--- config.mk ---
export PLATFORM = sky130hd
export DESIGN_NAME = uart_rx_param
export DESIGN_NICKNAME = d
export VERILOG_FILES = /design/src/rtl/uart_rx_param.sv
export SDC_FILE = /design/constraint.sdc
export NUM_CORES = 1
export LEC_CHECK = 0
export ABC_AREA = 1
export BUFFER_PORTS_ARGS = -buffer_cell sky130_fd_sc_hd__buf_2
export CELL_PAD_IN_SITES_DETAIL_PLACEMENT = 1
export CELL_PAD_IN_SITES_GLOBAL_PLACEMENT = 1
export CORE_MARGIN = 8
export CORE_UTILIZATION = 25
export CTS_BUF_LIST = sky130_fd_sc_hd__clkbuf_8 sky130_fd_sc_hd__clkbuf_16
export CTS_CLUSTER_DIAMETER = 150
export DETAILED_ROUTE_END_ITERATION = 8
export PLACE_DENSITY_LB_ADDON = 0.3
export SLEW_MARGIN = 15
export SYNTH_ARGS = -nofsm -noshare
export SYNTH_HDL_FRONTEND = slang
export SYNTH_SLANG_ARGS = --single-unit
--- constraint.sdc ---
create_clock -name clk -period 1.5 [get_ports clk]
set_input_delay 0.075 -clock clk [delete_from_list [all_inputs] [get_ports clk]]
set_output_delay 0.075 -clock clk [all_outputs]
set_load 0.01 [all_outputs]
--- src/rtl/uart_rx_param.sv ---
// uart_rx_param: parametrised UART receiver with an output FIFO.
//
// Frames are captured by an oversampling FSM and pushed into a small FIFO as
// {data, perr, ferr}. The downstream consumer pops them with a valid/ready
// handshake. Errored frames are still pushed; the consumer decides what to do.
//
// Parameters:
//   DATA_BITS    data bits per frame (5..9), LSB first
//   CLKS_PER_BIT clk cycles per bit (>= 8)
//   PARITY_MODE  0 = none, 1 = even, 2 = odd
//   STOP_BITS    1 or 2
//   FIFO_DEPTH   FIFO entries, power of two, >= 2
//
// Ports:
//   clk       system clock
//   rst       asynchronous active-low reset
//   Rx        serial line, idles high, asynchronous to clk
//   rx_data   data of the FIFO head entry
//   rx_perr   parity error flag of the head entry
//   rx_ferr   framing error flag of the head entry
//   rx_valid  FIFO non-empty
//   rx_ready  consumer accepts the head entry
//   overrun   one-cycle pulse when a completed frame is dropped (FIFO full)
//
// Build option:
//   UART_RX_MAJORITY_EN  when defined, every bit is a 2-of-3 vote of samples at
//                        mid-1, mid and mid+1, decided at mid+1. All sample points
//                        and the commit move one cycle later. When undefined, each
//                        bit is a single sample at mid.

module uart_rx_param #(
  parameter int unsigned DATA_BITS    = 8,
  parameter int unsigned CLKS_PER_BIT = 32,
  parameter int unsigned PARITY_MODE  = 0,
  parameter int unsigned STOP_BITS    = 1,
  parameter int unsigned FIFO_DEPTH   = 4
) (
  input  logic                 clk,
  input  logic                 rst,
  input  logic                 Rx,
  output logic [DATA_BITS-1:0] rx_data,
  output logic                 rx_perr,
  output logic                 rx_ferr,
  output logic                 rx_valid,
  input  logic                 rx_ready,
  output logic                 overrun
);

`ifdef UART_RX_MAJORITY_EN
  localparam int unsigned MajOffs = 1;
`else
  localparam int unsigned MajOffs = 0;
`endif

  localparam int unsigned CntW    = $clog2(CLKS_PER_BIT) + 1;
  localparam int unsigned BitCntW = 4;
  localparam int unsigned PtrW    = $clog2(FIFO_DEPTH);
  localparam int unsigned EntW    = DATA_BITS + 2;

  // Start bit is decided half a bit after the edge; later bits one full bit apart.
  localparam logic [CntW-1:0]    StartPoint = CntW'(CLKS_PER_BIT / 2 + MajOffs);
  localparam logic [CntW-1:0]    BitPoint   = CntW'(CLKS_PER_BIT - 1);
  localparam logic [BitCntW-1:0] LastData   = BitCntW'(DATA_BITS - 1);
  localparam logic [BitCntW-1:0] LastStop   = BitCntW'(STOP_BITS - 1);
  localparam logic               HasParity  = (PARITY_MODE != 0);
  localparam logic               OddParity  = (PARITY_MODE == 2);

  localparam logic [2:0] StIdle   = 3'd0;
  localparam logic [2:0] StStart  = 3'd1;
  localparam logic [2:0] StData   = 3'd2;
  localparam logic [2:0] StParity = 3'd3;
  localparam logic [2:0] StStop   = 3'd4;

  // ---------------------------------------------------------------------------
  // Input synchroniser and start-edge detect
  // ---------------------------------------------------------------------------
  logic rx_meta_q, rx_sync_q, rx_prev_q;
  logic start_edge;
  logic bit_val;

  always_ff @(posedge clk or negedge rst) begin
    if (!rst) begin
      rx_meta_q <= 1'b1;
      rx_sync_q <= 1'b1;
      rx_prev_q <= 1'b1;
    end else begin
      rx_meta_q <= Rx;
      rx_sync_q <= rx_meta_q;
      rx_prev_q <= rx_sync_q;
    end
  end

  assign start_edge = rx_prev_q & ~rx_sync_q;

`ifdef UART_RX_MAJORITY_EN
  // win_q[0] holds the sample one cycle back, win_q[1] two cycles back, so at
  // the decision count (mid+1) the three votes are mid-1, mid and mid+1.
  logic [1:0] win_q, win_d;

  assign win_d = {win_q[0], rx_sync_q};

  always_ff @(posedge clk or negedge rst) begin
    if (!rst) begin
      win_q <= 2'b11;
    end else begin
      win_q <= win_d;
    end
  end

  assign bit_val = (rx_sync_q & win_q[0]) | (rx_sync_q & win_q[1]) | (win_q[0] & win_q[1]);
`else
  assign bit_val = rx_sync_q;
`endif

  // ---------------------------------------------------------------------------
  // Receive FSM
  // ---------------------------------------------------------------------------
  logic [2:0]           state_q, state_d;
  logic [CntW-1:0]      cnt_q, cnt_d;
  logic [BitCntW-1:0]   bit_cnt_q, bit_cnt_d;
  logic [DATA_BITS-1:0] shreg_q, shreg_d;
  logic                 perr_q, perr_d;
  logic                 ferr_q, ferr_d;
  logic                 commit;
  logic [EntW-1:0]      commit_ent;

  always_comb begin
    state_d    = state_q;
    cnt_d      = cnt_q + 1'b1;
    bit_cnt_d  = bit_cnt_q;
    shreg_d    = shreg_q;
    perr_d     = perr_q;
    ferr_d     = ferr_q;
    commit     = 1'b0;
    // Include the current stop sample so the last stop bit counts immediately.
    commit_ent = {shreg_q, perr_q, ferr_q | ~bit_val};

    case (state_q)
      StIdle: begin
        cnt_d = '0;
        if (start_edge) begin
          state_d   = StStart;
          bit_cnt_d = '0;
        end
      end

      StStart: begin
        if (cnt_q == StartPoint) begin
          cnt_d = '0;
          if (bit_val) begin
            // Line is high again at mid-bit: the edge was a glitch.
            state_d = StIdle;
          end else begin
            state_d   = StData;
            bit_cnt_d = '0;
            perr_d    = 1'b0;
            ferr_d    = 1'b0;
          end
        end
      end

      StData: begin
        if (cnt_q == BitPoint) begin
          cnt_d     = '0;
          shreg_d   = {bit_val, shreg_q[DATA_BITS-1:1]};
          bit_cnt_d = bit_cnt_q + 1'b1;
          if (bit_cnt_q == LastData) begin
            bit_cnt_d = '0;
            state_d   = HasParity ? StParity : StStop;
          end
        end
      end

      StParity: begin
        if (cnt_q == BitPoint) begin
          cnt_d   = '0;
          // Even parity: total ones (data + parity bit) must be even; odd inverts.
          perr_d  = bit_val ^ (^shreg_q) ^ OddParity;
          state_d = StStop;
        end
      end

      StStop: begin
        if (cnt_q == BitPoint) begin
          cnt_d     = '0;
          bit_cnt_d = bit_cnt_q + 1'b1;
          if (!bit_val) begin
            ferr_d = 1'b1;
          end
          if (bit_cnt_q == LastStop) begin
            commit    = 1'b1;
            bit_cnt_d = '0;
            state_d   = StIdle;
          end
        end
      end

      default: begin
        state_d = StIdle;
        cnt_d   = '0;
      end
    endcase
  end

  always_ff @(posedge clk or negedge rst) begin
    if (!rst) begin
      state_q   <= StIdle;
      cnt_q     <= '0;
      bit_cnt_q <= '0;
      shreg_q   <= '0;
      perr_q    <= 1'b0;
      ferr_q    <= 1'b0;
    end else begin
      state_q   <= state_d;
      cnt_q     <= cnt_d;
      bit_cnt_q <= bit_cnt_d;
      shreg_q   <= shreg_d;
      perr_q    <= perr_d;
      ferr_q    <= ferr_d;
    end
  end

  // ---------------------------------------------------------------------------
  // Output FIFO (no bypass; extra pointer bit separates full from empty)
  // ---------------------------------------------------------------------------
  logic [EntW-1:0] mem_q [FIFO_DEPTH];
  logic [EntW-1:0] mem_d [FIFO_DEPTH];
  logic [PtrW:0]   wptr_q, wptr_d;
  logic [PtrW:0]   rptr_q, rptr_d;
  logic            overrun_q, overrun_d;
  logic            fifo_empty, fifo_full;
  logic            push, pop;

  assign fifo_empty = (wptr_q == rptr_q);
  assign fifo_full  = (wptr_q[PtrW] != rptr_q[PtrW]) &&
                      (wptr_q[PtrW-1:0] == rptr_q[PtrW-1:0]);

  assign pop  = ~fifo_empty & rx_ready;
  // A pop in the commit cycle frees the slot that the push reuses.
  assign push = commit & (~fifo_full | pop);

  always_comb begin
    mem_d     = mem_q;
    wptr_d    = wptr_q;
    rptr_d    = rptr_q;
    overrun_d = commit & fifo_full & ~pop;
    if (push) begin
      mem_d[wptr_q[PtrW-1:0]] = commit_ent;
      wptr_d                  = wptr_q + 1'b1;
    end
    if (pop) begin
      rptr_d = rptr_q + 1'b1;
    end
  end

  always_ff @(posedge clk or negedge rst) begin
    if (!rst) begin
      mem_q     <= '{default: '0};
      wptr_q    <= '0;
      rptr_q    <= '0;
      overrun_q <= 1'b0;
    end else begin
      mem_q     <= mem_d;
      wptr_q    <= wptr_d;
      rptr_q    <= rptr_d;
      overrun_q <= overrun_d;
    end
  end

  assign {rx_data, rx_perr, rx_ferr} = mem_q[rptr_q[PtrW-1:0]];
  assign rx_valid                    = ~fifo_empty;
  assign overrun                     = overrun_q;

endmodule

==> results of run 1 <==
==> repair_timing <==
item                                    4_1_cts  5_1_grt
pin swaps                                    35       18
gates cloned                                  8        1
setup buffers                                16        1
hold buffers                                  3        0
hold endpoints to repair                     26        0
gates resized for setup                      94       51
endpoints found under the setup margin       70       79
==> logic make-up (layout without fill, tap and decap cells) <==
family          Yosys count  count (layout)  share of synthesized area, %
simple gates            269             271                          31.6
flops                    73              73                          47.4
compound gates           52              52                          7.19
xor+xnor                 11              11                          2.49
fa+ha+maj                 9               9                          2.92
buf+inv                  58             139                          8.45
==> layout by cell type, fill, tap and decap left out, types with 7 or more instances in the layout <==
cell	synthesis	layout
buf_6	0	11
buf_12	5	11
dfrtp_1	70	70
nand3_1	19	17
nor2_4	0	9
nor2_2	3	11
nor2_1	43	26
inv_1	28	26
nand4_1	41	41
o21ai_2	0	11
nand2_2	4	15
nand2_1	150	133
buf_2	13	13
buf_4	3	50
clkbuf_16	0	10
o21ai_0	32	10
o21ai_1	4	9
xor2_1	8	7
==> how the worst max path moves through the flow <==
| stage | to | slack (ns) |
|---|---|---|
| final | rx_valid | -0.18 |
| after global routing | rx_valid | -0.25 |
| after CTS | rx_data[3] | -0.13 |
| after detailed placement | mem_q[24]$_DFFE_PN0P_ | -0.17 |
| after global placement | mem_q[26]$_DFFE_PN0P_ | -0.11 |
| after floorplan | mem_q[14]$_DFFE_PN0P_ | 0.01 |
==> power groups by stage <==
stage	clock network [mW]	logic [mW]	registers, mW
final	2.21	1.25	2.13
after global routing	2.36	1.40	2.14
after CTS	2.29	1.18	2.13
after detailed placement	0	0.966	2.15
after global placement	0	0.928	2.15
after floorplan	0	0.502	2.16
==> through the flow <==
| stage | utilization (%) | total power [mW] | setup WS, ns | area (sq um) |
|---|---|---|---|---|
| after floorplan | - | 2.66 | 0.0140 | 3860 |
| after global placement | 29.2 | 3.08 | -0.105 | 4420 |
| after detailed placement | 29.2 | 3.12 | -0.175 | 4420 |
| after CTS | 35.4 | 5.60 | -0.132 | 5370 |
| after global routing | 36.6 | 5.90 | -0.254 | 5550 |
| final | 36.6 | 5.59 | -0.185 | 5550 |
==> area by class of cell <==
type                            instances  area [sq um]
Tap cell                              188           235
Clock inverter                          7          76.3
Sequential cell                        73          1830
Timing Repair Buffer                   92           927
Inverter                               31           126
Fill cell                            1744          9600
Multi-Input combinational cell        343          2130
Clock buffer                            9           225
==> metal layers <==
metal  global-route usage [%]  vias up
li1                         -     1724
met2                     23.5       80
met4                     5.37        0
met5                        0        -
met1                     15.6     1774
met3                     3.40       22
==> flip-flops by register name, indices dropped and copies added (netlist names) <==
register	flops
ferr_q	1
state_q	3
bit_val	1
mem_q	40
shreg_q	8
perr_q	1
bit_cnt_q	4
rx_meta_q	1
rptr_q	3
wptr_q	3
cnt_q	6
rx_prev_q	1
overrun	1
==> results.py, run 1 <==
metrics = {
    "cells_and_area": {
        "fin_nets": 563,
        "final_cells": 743,
        "antenna_cells": 0,
        "drive_gt1_share_pct": 35.3,
        "areaGrowthSynthToFinish_pct": 43.7,
    },
    "cts": {
        "cts_buffers": 9,
        "htree_levels": 3,
        "cts_tree": "done",
        "clock_path_buffers": 2,
        "clkTransAtPathRegs_ns": 0.06,
        "clockRootBuffer": "clkbuf_16",
        "cts_sinks": 73,
        "worstSkewPairLatency_ns": 0.35,
    },
    "floorplan": {
        "fp.dieW_microns": 140,
        "ios": 16,
        "core-area_sq_um": 15100,
        "start_util_pct": 25.5,
        "placementRows": 45,
        "die_h_microns": 140,
        "die_area_sq_um": 19700,
    },
    "global_routing": {
        "grt_usage_pct": 13.5,
        "antenna_found_initial": 0,
        "grt-ovfl-total": 0,
        "grt_pass1_vias": 3963,
        "grt_max_degree": 33,
        "grt_pass1_wl_microns": 20900,
    },
    "routing": {
        "drt-pass1-iter-count": 4,
        "drt-met1-wl_microns": 5230,
        "routed_wl_microns": 12800,
        "via_count": 3600,
        "via_per_inst": 4.85,
        "drc": 0,
        "wl_met3_microns": 543,
        "dr_wl_met2_microns": 6690,
        "antenna_left": 0,
        "wl_per_cell_microns": 17.2,
        "routed.top_layer": "met4",
        "drtIter0Drc": 223,
    },
    "timing": {
        "slew_violations": 0,
        "fin_worst_skew_ns": 0.0126,
        "hold_ws_ns": 0.201,
        "tightest_slew_ns": 0.387,
        "rsz0062_at_grt": "true",
        "hold_violations": 0,
        "fin_crit_sh_pct": 112,
        "slew_headroom_pct": 74.2,
        "worst_slack_ns": -0.185,
        "min_period_ns": 1.68,
        "finalSetupTns_ns": -4.86,
        "setup_violations": 62,
        "fmax_mhz": 594,
    },
    "synthesis": {
        "yosys_most_used_dff": "dfrtp_1",
        "avgSynthCellArea_sq_um": 8.18,
        "synth_edf_count": 0,
        "synth_seq_cells": 73,
        "yosysSeqAreaShare_pct": 47.4,
        "yosys_warnings": 0,
        "ys_async_sr_fraction_pct": 100,
        "synth_fp_nets": 485,
        "synth_most_common_cell": "nand2_1",
        "synth_top_area_share_pct": 45.4,
        "synth.distinct_cells": 30,
        "synthTopCellsByArea": "dfrtp_1 (45%), nand2_1 (15%), nand4_1 (6.6%)",
        "syn-cell-area_sq_um": 3860,
        "synth_area_leader_cell": "dfrtp_1",
        "syn_inst": 472,
        "ys_top_cells_by_count": "nand2_1 (150), dfrtp_1 (70), nor2_1 (43)",
    },
    "place": {
        "numPortBuffers": 15,
        "gp_congestion": 0.789,
        "detailed_place_hpwl_microns": 7900,
        "dp_cells": 700,
    },
    "critical_path": {
        "crit_path_frequent_cell": "buf_6",
        "arrival_ns": 1.61,
        "r2r-end": "mem_q[38]$_DFFE_PN0P_",
        "reg2regPathDepth": 10,
        "cpPeakStageDelay_ns": 0.42,
        "reg2reg_slack_ns": -0.12,
        "required_ns": 1.42,
        "slowest_stage": "dfrtp_1",
        "cp-startpoint": "rptr_q[0]$_DFFE_PN0P_",
        "reg2reg_from": "cnt_q[0]$_DFF_PN0_",
        "critPathMaxFanout": 2,
        "critPathLaunchType": "register",
        "cp-end-kind": "output pin",
        "critical_path_class": "register to output pin",
        "cp_top_family": "buffers and inverters",
        "cp_cell_sequence": "buf_6, xor2_2, a21oi_2, buf_4, nand2_4, buf_6",
        "path_depth": 6,
        "cp.buffers_inverters": 3,
    },
    "power": {
        "ir_worst_vdd_uv": 517,
        "leakage_nw": 2.64,
        "cellPowerDensity_nw_per_um2": 1010,
        "pwr-share-comb_pct": 22.4,
        "clkPwrFrac_pct": 39.5,
        "intPower_mw": 3.89,
        "power_frac_seq_pct": 38.1,
        "netSwitchingFraction_pct": 30.4,
        "power.switching_mw": 1.70,
    },
    "status": {
        "status": "finished, violations left",
        "violations": "negative setup slack",
    },
    "min_path": {
        "hp-class": "primary input to async pin",
    },
    "flow_run": {
        "drv_cap": 0,
    },
}
Note: power is estimated with default switching activity, not from simulation.
==> inputs of run 2 (changes only) <==
Settings changed: PLACE_DENSITY from default to 0.54, PLACE_DENSITY_LB_ADDON 0.3 to default.
Clock period 1.5 ns to 2.12 ns, I/O delays scaled along.
==> run 2 against run 1 <==
Flip-flop and latch count unchanged; critical path type unchanged; the run now ends clean; critical path depth unchanged; hold slack worse by 0.17 ns.
==> results.py, run 2 (same netlist as run 1, synthesis figures left out) <==
metrics = {
    "critical_path": {
        "critical_path_class": "register to output pin",
        "critPathLaunchType": "register",
        "required_ns": 2.01,
        "cp-end-kind": "output pin",
        "critPathMaxFanout": 22,
        "cp.buffers_inverters": 4,
        "cp_cell_sequence": "buf_4, inv_1, buf_4, o21ai_0, o22ai_1, buf_2",
        "cp_top_family": "buffers and inverters",
        "crit_path_frequent_cell": "buf_4",
        "cpPeakStageDelay_ns": 0.38,
        "arrival_ns": 1.83,
        "slowest_stage": "dfrtp_1",
    },
    "floorplan": {
        "ios": 16,
        "placementRows": 45,
        "core-area_sq_um": 15100,
        "die_h_microns": 140,
        "die_area_sq_um": 19700,
        "start_util_pct": 25.5,
        "fp.dieW_microns": 140,
    },
    "routing": {
        "drc": 0,
        "via_per_inst": 4.72,
        "drt-pass1-iter-count": 4,
        "via_count": 3212,
        "routed_wl_microns": 10600,
        "antenna_left": 0,
        "wl_per_cell_microns": 15.5,
        "drtIter0Drc": 201,
    },
    "place": {
        "detailed_place_hpwl_microns": 7360,
        "placed_area_sq_um": 4100,
        "gp_congestion": 0.724,
        "numPortBuffers": 15,
        "pre_cts_ws_ns": 0.259,
    },
    "timing": {
        "finalSetupTns_ns": 0,
        "fin_crit_sh_pct": 91.1,
        "fin_worst_skew_ns": 0.00811,
        "fmax_mhz": 518,
        "worst_slack_ns": 0.188,
        "rsz0062_at_grt": "false",
        "slew_violations": 0,
        "hold_ws_ns": 0.0359,
        "tightest_slew_ns": 0.553,
        "setup_violations": 0,
        "slew_headroom_pct": 63.1,
        "min_period_ns": 1.93,
        "hold_violations": 0,
    },
    "cells_and_area": {
        "largest_register_ffs": 40,
        "fin_nets": 501,
        "top_regs": "mem_q x40, shreg_q x8, cnt_q x6",
        "final_cell_mix": "nand2_1 (150), dfrtp_1 (70), nor2_1 (43)",
        "top_register": "mem_q",
        "stdcell_area_sq_um": 4430,
        "areaGrowthSynthToFinish_pct": 14.7,
        "drive_gt1_share_pct": 12.6,
        "fill_cells": 1807,
        "mostFrequentLayoutCell": "nand2_1",
        "antenna_cells": 0,
    },
    "global_routing": {
        "grt_max_degree": 42,
        "antenna_found_initial": 0,
        "grt_pass1_vias": 3475,
        "grt_pass1_wl_microns": 18100,
        "grt_usage_pct": 11.7,
        "grt-ovfl-total": 0,
    },
    "cts": {
        "worstSkewPairLatency_ns": 0.34,
        "htree_levels": 3,
        "cts_tree": "done",
        "cts_buffers": 9,
        "clockRootBuffer": "clkbuf_16",
        "post-cts-setup-buffers": 0,
        "cts_sinks": 73,
        "clkTransAtPathRegs_ns": 0.06,
        "post_cts_resized": 0,
        "clock_path_buffers": 2,
    },
    "power": {
        "leakage_nw": 2.20,
        "cellPowerDensity_nw_per_um2": 815,
        "ir_worst_vdd_uv": 353,
    },
    "flow_run": {
        "drv_cap": 0,
    },
    "status": {
        "status": "completed",
    },
    "min_path": {
        "hp-class": "primary input to register",
    },
}
-- run 2: layer usage --
metal  track usage (%)  share of wire [%]  wire (microns)  up-vias
met2              19.4                 47            5000       32
met5                 0                  0               0        -
li1                  -                  -               -     1593
met3              3.36                3.6             382       11
met1              14.3                 48            5030     1576
met4              3.66                1.3             142        0
-- run 2: timing repair --
item / CTS / global route
setup endpoints to repair: 0 / 0
hold endpoints to repair: 30 / 0
hold buffers: 2 / 0
-- run 2: path summary, 6_finish.rpt --
path / slack, ns / to / depth (start not counted) / from
min reg2reg: 0.36 / bit_val$_DFF_PN1_ / 0 / rx_meta_q$_DFF_PN1_
min in group asynchronous: 0.27 / mem_q[0]$_DFFE_PN0P_ / 2 / rst
max in group asynchronous: 1.24 / mem_q[33]$_DFFE_PN0P_ / 3 / rst
max reg2reg: 0.24 / mem_q[7]$_DFFE_PN0P_ / 8 / cnt_q[0]$_DFF_PN0_
min: 0.04 / rptr_q[1]$_DFFE_PN0P_ / 3 / rx_ready
max: 0.19 / rx_data[6] / 6 / rptr_q[0]$_DFFE_PN0P_
-- run 2: final cells by class --
cell class                 instances  area (sq um)  area share [%]
sequential                        73          1830            41.3
tap                              188           235            5.31
inverter                          31           116            2.63
multi-input combinational        341          1710            38.5
clock inverter                     4          42.5           0.960
clock buffer                      12           267            6.01
timing repair buffer              32           235            5.31
-- run 2: metrics by stage --
step                      util, %  power, mW  std cells
after detailed placement     27.1       2.06        663
after CTS                    29.3       3.69        681
after global placement       27.1       2.05        663
final                        29.3       3.61        681
after global routing         29.3       3.83        681
after floorplan                 -       1.88        472
-- run 2: tightest hold or removal path: cells and delay by family --
| kind | cells | cell delay [ns] |
|---|---|---|
| simple gates | 2 | 0.13 |
| buf+inv | 1 | 0.10 |
-- run 2: where the power goes --
part	leakage (nW)	switching, mW	internal [mW]
registers	0.993	0.0647	1.45
clock network	0.161	0.589	0.997
logic	1.04	0.344	0.162
